`config.mk`:
```
export PLATFORM = sky130hd
export DESIGN_NAME = fft_mem_sched
export DESIGN_NICKNAME = d
export VERILOG_FILES = /design/src/rtl/fft_pkg.sv /design/src/rtl/fft_mem_sched_delay_line.sv /design/src/rtl/fft_mem_sched.sv
export SDC_FILE = /design/constraint.sdc
export NUM_CORES = 1
export LEC_CHECK = 0
export ABC_AREA = 0
export CELL_PAD_IN_SITES_DETAIL_PLACEMENT = 0
export CELL_PAD_IN_SITES_GLOBAL_PLACEMENT = 1
export CORE_UTILIZATION = 30
export DETAILED_ROUTE_END_ITERATION = 6
export GPL_TIMING_DRIVEN = 0
export PLACE_DENSITY_LB_ADDON = 0.1
export SLEW_MARGIN = 20
export SYNTH_ARGS = -nofsm -noshare
export SYNTH_HDL_FRONTEND = slang
export SYNTH_SLANG_ARGS = --single-unit
```
`constraint.sdc`:
```
create_clock -name Clk -period 10.9 [get_ports Clk]
set_input_delay 2.18 -clock Clk [delete_from_list [all_inputs] [get_ports Clk]]
set_output_delay 2.18 -clock Clk [all_outputs]
set_load 0.01 [all_outputs]
```
`src/rtl/fft_pkg.sv`:
```
// Shared constants, state encoding and butterfly address arithmetic for the
// in-place radix-2 FFT memory scheduler.
package fft_pkg;

  localparam int LOG_N      = 8;
  localparam int N          = 1 << LOG_N;
  localparam int BF_LAT_DEF = 2;
  localparam int SW         = $clog2(LOG_N);

  typedef enum logic [1:0] {S_IDLE, S_RUN, S_DRAIN, S_FIN} state_e;

  typedef struct packed {
    logic [LOG_N-1:0] a;
    logic [LOG_N-1:0] b;
    logic [LOG_N-2:0] tw;
  } bf_addr_t;

  typedef struct packed {
    logic             vld;
    logic [LOG_N-1:0] a;
    logic [LOG_N-1:0] b;
  } dl_ent_t;

  // Butterfly k of stage s: insert a zero bit at position s of k to get a.
  function automatic bf_addr_t bf_addr(input logic [SW-1:0] s, input logic [LOG_N-2:0] k);
    bf_addr_t         r;
    logic [LOG_N-1:0] h, j, g, t;
    h    = LOG_N'(1) << s;
    j    = {1'b0, k} & (h - 1'b1);
    g    = {1'b0, k} >> s;
    t    = j << (SW'(LOG_N - 1) - s);
    r.a  = ((g << s) << 1) | j;
    r.b  = r.a + h;
    r.tw = t[LOG_N-2:0];
    return r;
  endfunction

endpackage

```
`src/rtl/fft_mem_sched_delay_line.sv`:
```
// Carries issued (a,b) pairs to their write-back slot, DEPTH cycles after the read.
// Also yields the operand-valid strobe one cycle after each read; no backpressure.
module sched_delay_line
  import fft_pkg::*;
#(
  parameter int DEPTH = BF_LAT_DEF + 1
) (
  input  logic             clk_i,
  input  logic             rst_i,
  input  logic             push_i,
  input  logic [LOG_N-1:0] a_i,
  input  logic [LOG_N-1:0] b_i,
  output logic             bf_vld_o,
  output logic             out_vld_o,
  output logic [LOG_N-1:0] out_a_o,
  output logic [LOG_N-1:0] out_b_o,
  output logic             empty_o
);

  dl_ent_t line_q [DEPTH];
  logic    bf_vld_q;

  always_ff @(posedge clk_i) begin
    if (rst_i) begin
      for (int i = 0; i < DEPTH; i++) line_q[i] <= '0;
      bf_vld_q <= 1'b0;
    end else begin
      line_q[0] <= '{vld: push_i, a: a_i, b: b_i};
      for (int i = 1; i < DEPTH; i++) line_q[i] <= line_q[i-1];
      bf_vld_q <= line_q[0].vld;
    end
  end

  always_comb begin
    empty_o = 1'b1;
    for (int i = 0; i < DEPTH; i++) if (line_q[i].vld) empty_o = 1'b0;
  end

  assign bf_vld_o  = bf_vld_q;
  assign out_vld_o = line_q[DEPTH-1].vld;
  assign out_a_o   = line_q[DEPTH-1].a;
  assign out_b_o   = line_q[DEPTH-1].b;

endmodule

```
`src/rtl/fft_mem_sched.sv`:
```
// Sequences all radix-2 stages over a dual-port BRAM: reads on even cycles, write-back
// 1+BF_LAT cycles later on odd cycles; one butterfly per 2 cycles, no backpressure.
module fft_mem_sched
  import fft_pkg::*;
#(
  parameter int BF_LAT = BF_LAT_DEF
) (
  input  logic             Clk,
  input  logic             Rst,
  input  logic             Start,
  output logic             Busy,
  output logic             Done,
  output logic [LOG_N-1:0] Stage,
  output logic             En,
  output logic             We_A,
  output logic             We_B,
  output logic [LOG_N-1:0] Addr_A,
  output logic [LOG_N-1:0] Addr_B,
  output logic [LOG_N-2:0] Tw_Addr,
  output logic             Bf_Valid
);

  state_e           state_q;
  logic [SW-1:0]    stage_q;
  logic [LOG_N-2:0] k_q;
  logic             phase_q, busy_q, done_q, en_q, we_q;
  logic [LOG_N-1:0] addr_a_q, addr_b_q;
  logic [LOG_N-2:0] tw_q;

  logic             rd_go_d;
  logic [SW-1:0]    rd_stage_d;
  logic [LOG_N-2:0] rd_k_d;
  bf_addr_t         rd_addr_d;
  logic             dl_empty, dl_vld, bf_vld;
  logic [LOG_N-1:0] dl_a, dl_b;

  // Reads are decided one cycle ahead so every port output comes straight from a flop.
  always_comb begin
    rd_go_d    = 1'b0;
    rd_stage_d = stage_q;
    rd_k_d     = k_q;
    case (state_q)
      S_IDLE: begin
        rd_go_d    = Start;
        rd_stage_d = '0;
        rd_k_d     = '0;
      end
      S_RUN:   rd_go_d = ~phase_q;
      S_DRAIN: begin
        rd_go_d    = dl_empty && (stage_q != SW'(LOG_N - 1));
        rd_stage_d = stage_q + 1'b1;
        rd_k_d     = '0;
      end
      default: ;
    endcase
    rd_addr_d = bf_addr(rd_stage_d, rd_k_d);
  end

  sched_delay_line #(.DEPTH(BF_LAT + 1)) u_dline (
    .clk_i    (Clk),
    .rst_i    (Rst),
    .push_i   (rd_go_d),
    .a_i      (rd_addr_d.a),
    .b_i      (rd_addr_d.b),
    .bf_vld_o (bf_vld),
    .out_vld_o(dl_vld),
    .out_a_o  (dl_a),
    .out_b_o  (dl_b),
    .empty_o  (dl_empty)
  );

  always_ff @(posedge Clk) begin
    if (Rst) begin
      state_q  <= S_IDLE;
      stage_q  <= '0;
      k_q      <= '0;
      phase_q  <= 1'b0;
      busy_q   <= 1'b0;
      done_q   <= 1'b0;
      en_q     <= 1'b0;
      we_q     <= 1'b0;
      addr_a_q <= '0;
      addr_b_q <= '0;
      tw_q     <= '0;
    end else begin
      done_q <= 1'b0;
      en_q   <= rd_go_d | dl_vld;
      we_q   <= ~rd_go_d & dl_vld;
      if (rd_go_d) begin
        addr_a_q <= rd_addr_d.a;
        addr_b_q <= rd_addr_d.b;
        tw_q     <= rd_addr_d.tw;
      end else if (dl_vld) begin
        addr_a_q <= dl_a;
        addr_b_q <= dl_b;
      end
      case (state_q)
        S_IDLE: begin
          if (Start) begin
            state_q <= S_RUN;
            stage_q <= '0;
            k_q     <= LOG_N'(1);
            phase_q <= 1'b1;
            busy_q  <= 1'b1;
          end
        end
        S_RUN: begin
          phase_q <= ~phase_q;
          if (!phase_q) begin
            k_q <= k_q + 1'b1;
            if (k_q == (LOG_N-1)'(N/2 - 1)) state_q <= S_DRAIN;
          end
        end
        S_DRAIN: begin
          if (dl_empty) begin
            if (stage_q == SW'(LOG_N - 1)) begin
              state_q <= S_FIN;
              done_q  <= 1'b1;
              busy_q  <= 1'b0;
            end else begin
              state_q <= S_RUN;
              stage_q <= stage_q + 1'b1;
              k_q     <= LOG_N'(1);
              phase_q <= 1'b1;
            end
          end
        end
        default: state_q <= S_IDLE;
      endcase
    end
  end

  assign Busy     = busy_q;
  assign Done     = done_q;
  assign Stage    = {{(LOG_N-SW){1'b0}}, stage_q};
  assign En       = en_q;
  assign We_A     = we_q;
  assign We_B     = we_q;
  assign Addr_A   = addr_a_q;
  assign Addr_B   = addr_b_q;
  assign Tw_Addr  = tw_q;
  assign Bf_Valid = bf_vld;

endmodule

```
== Word level (Yosys, flattened, before mapping) ==
Memories as Yosys holds them, arrays and structs flattened.
Index checks and enable logic that the tools add are counted.
W data, S select, Z words.
Word-level totals
  logic and storage cells: 95
  output and inout bits: 37
  input bits: 3
  RAM bits: 51
  memories kept: 1
  register bits: 41
Memories
  u_dline.line_q: words 3, width 17, rd ports 3, clocked after memory_dff 0, wr ports 3, line fft_mem_sched_delay_line.sv:20  | dl_ent_t line_q [DEPTH];
Cells by class
  mux-type cells: 39
  add/subtract/negate cells: 5
  bitwise logic cells: 11
  shift operators: 4
  reductions and logical operators: 12
  eq/ne operators: 11
Operator list (count)
  $mux W17: 3
  $mux W7: 5
  $mux W8: 4
  $pmux W7 S3: 1
  $reduce_and A4 Y1: 4
  $shl A8 B3 Y7: 2
  $mux W1: 12
  $ne A2 B2 Y1 const B: 6
  $pmux W3 S2: 2
  $mux W2: 5
  $mux W3: 3
  $add A8 B8 Y8: 1
  $and A7 B8 Y8: 1
  $or A8 B8 Y8: 1
  $shl A1 B3 Y8 const A: 1
  $shr A7 B3 Y8: 1
  $sub A8 B1 Y8 const B: 1
  $add A7 B1 Y7 const B: 1
  $eq A7 B7 Y1 const B: 1
  $pmux W1 S3: 2
  $pmux W2 S3: 1
  $reduce_and A5 Y1: 1
  $not A1 Y1: 4
  $or A1 B1 Y1: 4
  other kinds (14): 15

== Depth between registers and ports, before layout ==
Gate-level depths: netlist of run 1.
  word-level depth: 8
  depth in mapped cells: 17
  gate-level depth less buffers: 16

== By module ==
From an unflattened synthesis of run 1, not the netlist that was laid out.
Second synthesis, totals
  cell total of the unflattened synthesis: 457
  area total of the unflattened synthesis: 4215.3 um^2
By module, submodules not included
  fft_mem_sched: seq. area each 800.8 um^2, times used 1, cells an instance 333, area each 2725.1 um^2
  sched_delay_line: seq. area each 1021.0 um^2, times used 1, cells an instance 124, area each 1490.2 um^2

== Worst setup path after synthesis of run 1 ==
OpenSTA, ideal clock, no wires.
  path kind: reg2reg
  start: register stage_q[0]
  end: register addr_b_q[7] (netlist: Addr_B[7])
  setup time: 0.086 ns
  period minus slack after synthesis: 3.733 ns
  buffers on the path: 1
  data arrival time: 3.648 ns
  stages on the path, launching flop included: 18
  required time: 10.814 ns
  slack: 7.167 ns
  path through: dfxtp_1 > ha_1 > ha_1 > o21ai_0 > o21a_1 > nand2_1 > ha_1 > clkbuf_1 > xor2_1 > a32oi_1 > inv_1 > ha_1 > a21oi_1 > nor2b_1 > o21a_1 > o41ai_1 > xor2_1 > a211oi_1
RTL lines
  start: declaration: line fft_mem_sched.sv:24  | logic [SW-1:0] stage_q;
  start signal: assignment: line fft_mem_sched.sv:122  | stage_q <= stage_q + 1'b1;
  end signal: assignment: line fft_mem_sched.sv:91  | addr_b_q <= rd_addr_d.b;
  end signal: assignment: line fft_mem_sched.sv:95  | addr_b_q <= dl_b;
  end: declaration: line fft_mem_sched.sv:27  | logic [LOG_N-1:0] addr_a_q, addr_b_q;

==> results by group, run 1 <==
Run status
  – Status: complete, no violations

Clock tree
  – CTS Sinks: just over 90
  – CTS tree: built
  – CTS Buf Count: 9
  – Hold_buf cts: 0
  – H-tree Lvls: 3
  – Post-CTS setup buffer count: 0
  – Worst-skew pair later-pin latency: 0.35 ns
  – CTS Root Cell: clkbuf_16
  – Number of gates resized after CTS: 0
  – Max clock buf depth: 2
  – Clk pin slew, worst setup/hold paths: 0.06 ns

Floorplanning
  – Overall die height: ~120 um
  – Core ar.: about 0.013 mm2
  – IO Pins: 40
  – Die ar.: ~0.014 mm2
  – Site Rows: 42
  – Die X: approximately 120 um
  – Initial core utilization: 31.2%

Critical path
  – Reg-to-reg critical path startpoint: stage_q[0]
  – Slowest CP cell: dfxtp_1
  – Critical path arrival: between 4 and 5 ns
  – Max incr delay on CP: between 0.4 and 0.5 ns
  – Critical path required time: 11.10 ns
  – Worst setup EP type: flip-flop
  – Depth of the worst register-to-register path: 17
  – CP max FO: 10
  – Kind of critical path: flip-flop to flip-flop
  – Sequence of cells on the critical path: ha_1 -> ha_1 -> o21ai_0 -> o21a_1 -> nand2_1 -> ha_1 -> clkbuf_1 -> xor2_1 -> a32oi_1 -> inv_1 -> ha_1 -> a21oi_1 -> nor2b_1 -> o21a_1 -> o41ai_1 -> xor2_1 -> a211oi_1
  – R2r endpoint: Addr_B[7]
  – Most frequent CP cell: ha_1
  – Flop2flop setup slack: about 6.4 ns
  – CP Launch Type: flip-flop

Run
  – Max-cap viol count: 0

Synthesis
  – Syn. warnings: 0
  – Netlist cell types: a little under 60
  – Register area share after synthesis: a little over two fifths
  – Mapped Cells: 476
  – #FFs+latches synth: roughly 90
  – Mapped Avg Cell Area: around 9 um2
  – Ys async rst share: 0%
  – Top_reg_cell synth: dfxtp_1
  – Area leader, netlist: dfxtp_1
  – Yosys top cell area share: roughly 43%
  – Post-synth EDFFs: 0
  – Mapped Area: about 0.0042 mm2
  – Main area contributors after synthesis: dfxtp_1, nor2b_1, a211oi_1, nor2_1, mux2i_1

Min path
  – Hold endpoint: u_dline.line_q[0][48]
  – Hold WC Path Type: flip-flop to flip-flop
  – Hold Path Stages: 1
  – Worst hold start: u_dline.line_q[0][31]

Route
  – DRC: 0
  – Drt first-iter violations: 230
  – Via count: 3451
  – Vias per inst: 4.90
  – Drt first pass iters: 4
  – WL/cell: ~17 um
  – Drt total wl: between 10000 and 15000 um
  – Antenna Nets Post-Route: 0

STA
  – Final min period: about 4.5 ns
  – Max_slew headroom: roughly 36%
  – Period utilization: between 40% and 50%
  – RSZ-0062 raised after global routing: no
  – Setup TNS: 0 ns
  – Setup Viol. Count Final: 0
  – Measured slew at the worst slew-check pin: between 0.9 and 1 ns
  – Max-slew violations: 0
  – Highest clock rate: ~220 MHz
  – Final Hold Violating Endpoints: 0
  – Layout Skew: 0.00725 ns

Placement
  – RD Place Congestion: about 0.84
  – DPL Wire Length: 8850 um
  – Post-DP Area: around 0.0048 mm2
  – PortBufs: 33

Global route
  – Antenna violations before repair: 0
  – Overflow after GRT: 0
  – Global-route wire length before repair: ~19000 um
  – Largest net degree at the start of global routing: 15
  – GRT Util Overall: between 10% and 20%
  – Vias in the first global route: 3320

Power and ir drop
  – Psw: roughly 180 uW
  – Leakage: ~0.0019 uW
  – Switching share of power: approximately a quarter
  – Clk pwr share: roughly 40%
  – Pwr per Cell Area: about 140 mW/mm2
  – Comb power frac: 10.4%
  – Part of the power in registers: slightly below 50%
  – VDD IR-drop max: about 77 uV
  – Int Pwr: roughly 530 uW

Cells and area
  – Nets: 539
  – Share of cells above drive strength 1: under 10%
  – Antenna cell count: 0
  – Design area: roughly 0.0050 mm2
  – Synth-to-Final Area Change: 19.8%
  – Fillers: 1426
metrics by stage:
step / cells / utilization [%] / power (uW) / hold WS [ns] / setup slack, ns
floorplan: 481 / - / 397 / 0.414 / 7.17
global placement: 690 / 35.4 / 429 / 0.416 / 6.45
detailed placement: 690 / 35.4 / 429 / 0.421 / 6.47
global route: 705 / 37.4 / 734 / 0.450 / 6.06
CTS: 705 / 37.4 / 712 / 0.436 / 6.45
finish: 705 / 37.4 / 704 / 0.435 / 6.45
cell type report:
| class | instances | area (um2) | share of cell area, % |
|---|---|---|---|
| Inverter | 9 | 33.8 | 0.672 |
| Tap cell | 176 | 220 | 4.38 |
| Multi-Input combinational cell | 338 | 2170 | 43.1 |
| Buffer | 43 | 196 | 3.91 |
| Sequential cell | 91 | 1820 | 36.2 |
| Clock inverter | 3 | 23.8 | 0.473 |
| Clock buffer | 12 | 236 | 4.70 |
| Timing Repair Buffer | 33 | 330 | 6.57 |
worst max-delay path: cells and delay by family, from the launching register on:
kind                     cells  cell delay, ns
AND/OR/NAND/NOR              2            0.24
buffers and inverters        2            0.34
adder cells (fa/ha/maj)      4            1.04
XOR/XNOR                     2            0.48
AO/OA/AOI/OAI                7            1.76
flip-flops                   1            0.46
cells in the mapped netlist (3+ instances only):
cell type / number
nor4_1: 3
inv_1: 9
o31ai_1: 4
o32a_1: 3
a32oi_1: 4
a211oi_1: 27
dfxtp_1: 91
nand2b_1: 7
ha_1: 10
buf_4: 6
o21ai_0: 8
nand4_1: 5
nor2b_1: 55
nand3b_1: 4
buf_2: 10
clkbuf_1: 25
o22ai_1: 3
mux2i_1: 17
and3_1: 3
nor3_1: 7
nor2_1: 52
xor2_1: 9
nand2_1: 29
xnor2_1: 3
o21a_1: 6
o21ai_1: 4
nor3b_1: 3
a21oi_1: 24
nand3_1: 6
a311oi_1: 3
layer usage:
layer	part of all wire (%)	track usage, %	up-vias
li1	-	-	1745
met1	49	24.9	1605
met2	45	27.3	89
met3	5.1	3.87	12
met4	1.2	5.25	0
met5	0	0	-
state kept, by name (all words and copies together) (netlist names), 2 cells and up:
name and count:
Tw_Addr 7, stage_q 3, state_q 2, u_dline.line_q 51, Addr_B 8, k_q 7, Addr_A 8
cell families (layout without fill, tap and decap cells):
kind of cell,count (synthesis),in the layout,synth area share (%)
flops,91,91,43.4
other cells,1,6,0.0893
simple gates,188,188,23.6
fa+ha+maj,11,11,3.46
compound gates,102,102,16.9
mux,19,19,4.59
buf+inv,52,100,5.48
xor+xnor,12,12,2.50
layout by cell type, fill, tap and decap left out, types with 5 or more instances in the layout:
cell             synthesis  layout
nand2b_1                 7       7
clkdlybuf4s50_1          0      33
ha_1                    10      10
clkbuf_16                0       9
buf_4                    6       6
o21ai_0                  8       8
mux2i_1                 17      17
dfxtp_1                 91      91
xor2_1                   9       9
nor2_1                  52      52
a21oi_1                 24      24
buf_2                   10      10
nand4_1                  5       5
a211oi_1                27      27
o21a_1                   6       6
clkbuf_1                25      28
nor3_1                   7       7
conb_1                   1       6
inv_1                    9       9
nand3_1                  6       6
nand2_1                 29      29
nor2b_1                 55      55
worst max-delay path by stage:
stage,end,from,cells after the start
after floorplan,Addr_B[7],stage_q[0],17
after global placement,Addr_B[7],stage_q[0],17
final,Addr_B[7],stage_q[0],17
after global routing,Addr_B[7],stage_q[0],17
after detailed placement,Addr_B[7],stage_q[0],17
after CTS,Addr_B[7],stage_q[0],17
power by group through the flow:
| stage | sequential [uW] | combinational [uW] | clock [uW] |
|---|---|---|---|
| finish | 348 | 73.0 | 283 |
| global route | 349 | 79.8 | 305 |
| CTS | 348 | 74.0 | 290 |
| detailed placement | 355 | 73.4 | 0 |
| global placement | 355 | 73.2 | 0 |
| floorplan | 357 | 40.3 | 0 |
(Power assumes the default switching activity.)
==> run 2, diff against run 1 <==
Clock period 10.9 ns to 4.37 ns, I/O delays scaled along.
==> run 2 against run 1 <==
  * Combinational power increased to 2.5 times the previous value
  * Non-clock buffer count down 2
  * Clock skew shrank 0.0012 ns
  * Core utilization is 0.074 points higher
  * Register-to-register slack got worse by 6.1 ns
  * Clock power grew 150%
  * Sequential share of layout area about the same
  * Die area is the same
  * Total power up 150%
==> results by group, run 2 (same netlist as run 1, synthesis figures left out) <==
STA
  – Final min period: 4.07 ns (-0.383 ns)
  – Measured slew at the worst slew-check pin: 0.969 ns (+0.00781 ns)
  – Period utilization: 93.1% (+52 points)
  – Setup Viol. Count Final: 0 (unchanged)
  – Max_slew headroom: 35.4% (-0.52 points)
  – Post-route setup slack: 0.301 ns (-6.15 ns)
  – Highest clock rate: 246 MHz (+9.4%)
  – Layout Skew: 0.00609 ns (-0.00116 ns)
  – Hold_ws: 0.435 ns (-0.0000660 ns)
  – Final Hold Violating Endpoints: 0 (unchanged)
  – Max-slew violations: 0 (unchanged)

Critical path
  – Sequence of cells on the critical path: ha_1 -> ha_1 -> o21ai_0 -> o21a_2 -> nand2_1 -> ha_1 -> xor2_1 -> a32oi_2 -> inv_1 -> ha_1 -> a21oi_1 -> nor2b_1 -> o21a_1 -> o41ai_2 -> xor2_1 -> a211oi_1
  – Max incr delay on CP: 0.38 ns (-0.08 ns)
  – Flop2flop setup slack: 0.30 ns (-6.15 ns)
  – Kind of critical path: flip-flop to flip-flop
  – CP max FO: 11 (+1)
  – Critical path required time: 4.57 ns (-6.53 ns)
  – Critical path arrival: 4.27 ns (-0.38 ns)
  – CP Buf/Inv Count: 1 (-1)
  – Worst setup EP type: flip-flop
  – Slowest CP cell: ha_1
  – Largest delay contributor family on the critical path: compound AO/OA/AOI/OAI gates
  – CP Launch Type: flip-flop
  – Most frequent CP cell: ha_1

Cells and area
  – Nets: 537 (-0.37%)
  – Antenna cell count: 0 (unchanged)
  – Share of cells above drive strength 1: 7.40% (+0.78 points)
  – Most common cell after layout, fill and taps aside: dfxtp_1
  – Flip-flop count of the largest register after layout: 51 (unchanged)
  – Register name with the most flops: u_dline.line_q
  – Most frequent cells in the layout: dfxtp_1, nor2b_1, nor2_1
  – Synth-to-Final Area Change: 20.0%

Clock tree
  – Hold_buf cts: 0 (unchanged)
  – CTS Root Cell: clkbuf_16
  – CTS Buf Count: 9 (unchanged)
  – Clk pin slew, worst setup/hold paths: 0.06 ns (about the same)
  – Max clock buf depth: 2 (unchanged)
  – H-tree Lvls: 3 (unchanged)
  – Worst-skew pair later-pin latency: 0.34 ns (about the same)
  – Post-CTS setup buffer count: 0 (unchanged)
  – CTS Sinks: 91 (unchanged)
  – CTS tree: built
  – Number of gates resized after CTS: 2 (+2)

Route
  – DRC: 0 (unchanged)
  – Vias per inst: 4.88 (-0.30%)
  – Drt first-iter violations: 235 (+2.2%)
  – Drt first pass iters: 4 (unchanged)
  – WL/cell: 17.4 um (+0.53%)
  – Drt total wl: 12200 um (+0.25%)
  – Via count: 3431 (-0.58%)
  – Antenna Nets Post-Route: 0 (unchanged)

Placement
  – DPL Wire Length: 8850 um (unchanged)
  – RD Place Congestion: 0.839 (unchanged)
  – PortBufs: 33 (unchanged)
  – Pre-CTS WS: -0.0576 ns (-6.53 ns)

Min path
  – Hold WC Path Type: flip-flop to flip-flop

Floorplanning
  – Die ar.: 0.0145 mm2 (unchanged)
  – Die X: 120 um (unchanged)
  – Initial core utilization: 31.2% (unchanged)
  – IO Pins: 40 (unchanged)
  – Site Rows: 42 (unchanged)
  – Overall die height: 120 um (unchanged)
  – Core ar.: 0.0135 mm2 (unchanged)

Global route
  – Antenna violations before repair: 0 (unchanged)
  – Largest net degree at the start of global routing: 15 (unchanged)
  – GRT Util Overall: 17.8% (-0.030 points)
  – Global-route wire length before repair: 19100 um (-0.18%)
  – Vias in the first global route: 3322 (+0.060%)
  – Overflow after GRT: 0 (unchanged)

Run
  – Max-cap viol count: 0 (unchanged)

Power and ir drop
  – Pwr per Cell Area: 348 mW/mm2 (+150%)
  – Int Pwr: 1310 uW (+150%)
  – Part of the power in registers: 49.4% (about the same)
  – VDD IR-drop max: 191 uV (+150%)
  – Switching share of power: 25.3% (-0.050 points)
  – Leakage: 0.00188 uW (+0.47%)
  – Comb power frac: 10.4% (about the same)
  – Psw: 445 uW (+150%)
  – Clk pwr share: 40.2% (about the same)

Run status
  – Status: complete, no violations
[run 2: stage by stage]
step	cell area (um2)	setup TNS, ns	total power [uW]	cells	util, %
floorplan	4220	0	991	481	-
global placement	4770	-0.0924	1070	690	35.4
detailed placement	4770	-0.0576	1070	690	35.4
CTS	5040	0	1780	705	37.4
global route	5040	-0.0211	1830	703	37.5
finish	5040	0	1760	703	37.5
[run 2: power groups by stage]
stage               clock, uW  combinational [uW]  sequential [uW]
floorplan                   0                 100              890
global placement            0                 183              887
detailed placement          0                 183              887
CTS                       723                 185              868
global route              762                 199              871
finish                    705                 183              868
[run 2: worst paths after layout]
path | start | cells after the start | endpoint
setup / recovery | stage_q[0] | 16 | Addr_B[7]
setup reg to reg | stage_q[0] | 16 | Addr_B[7]
hold reg to reg | u_dline.line_q[0][31] | 1 | u_dline.line_q[0][48]
hold / removal | u_dline.line_q[0][31] | 1 | u_dline.line_q[0][48]
[run 2: layout make-up]
cell class,instances,area [um2]
fillers,1436,8410
multi-input cells,338,2180
flip-flops and latches,91,1820
repair buffers,33,330
clock buffers,12,236
well taps,176,220
plain buffers,41,189
inverters,9,33.8
clock inverters,3,23.8
[run 2: per-layer routing]
layer	up-vias	global-route usage, %	wire (um)
li1	1737	-	-
met1	1601	24.7	5970
met2	83	27.3	5460
met3	10	3.87	636
met4	0	5.25	142
met5	-	0	0
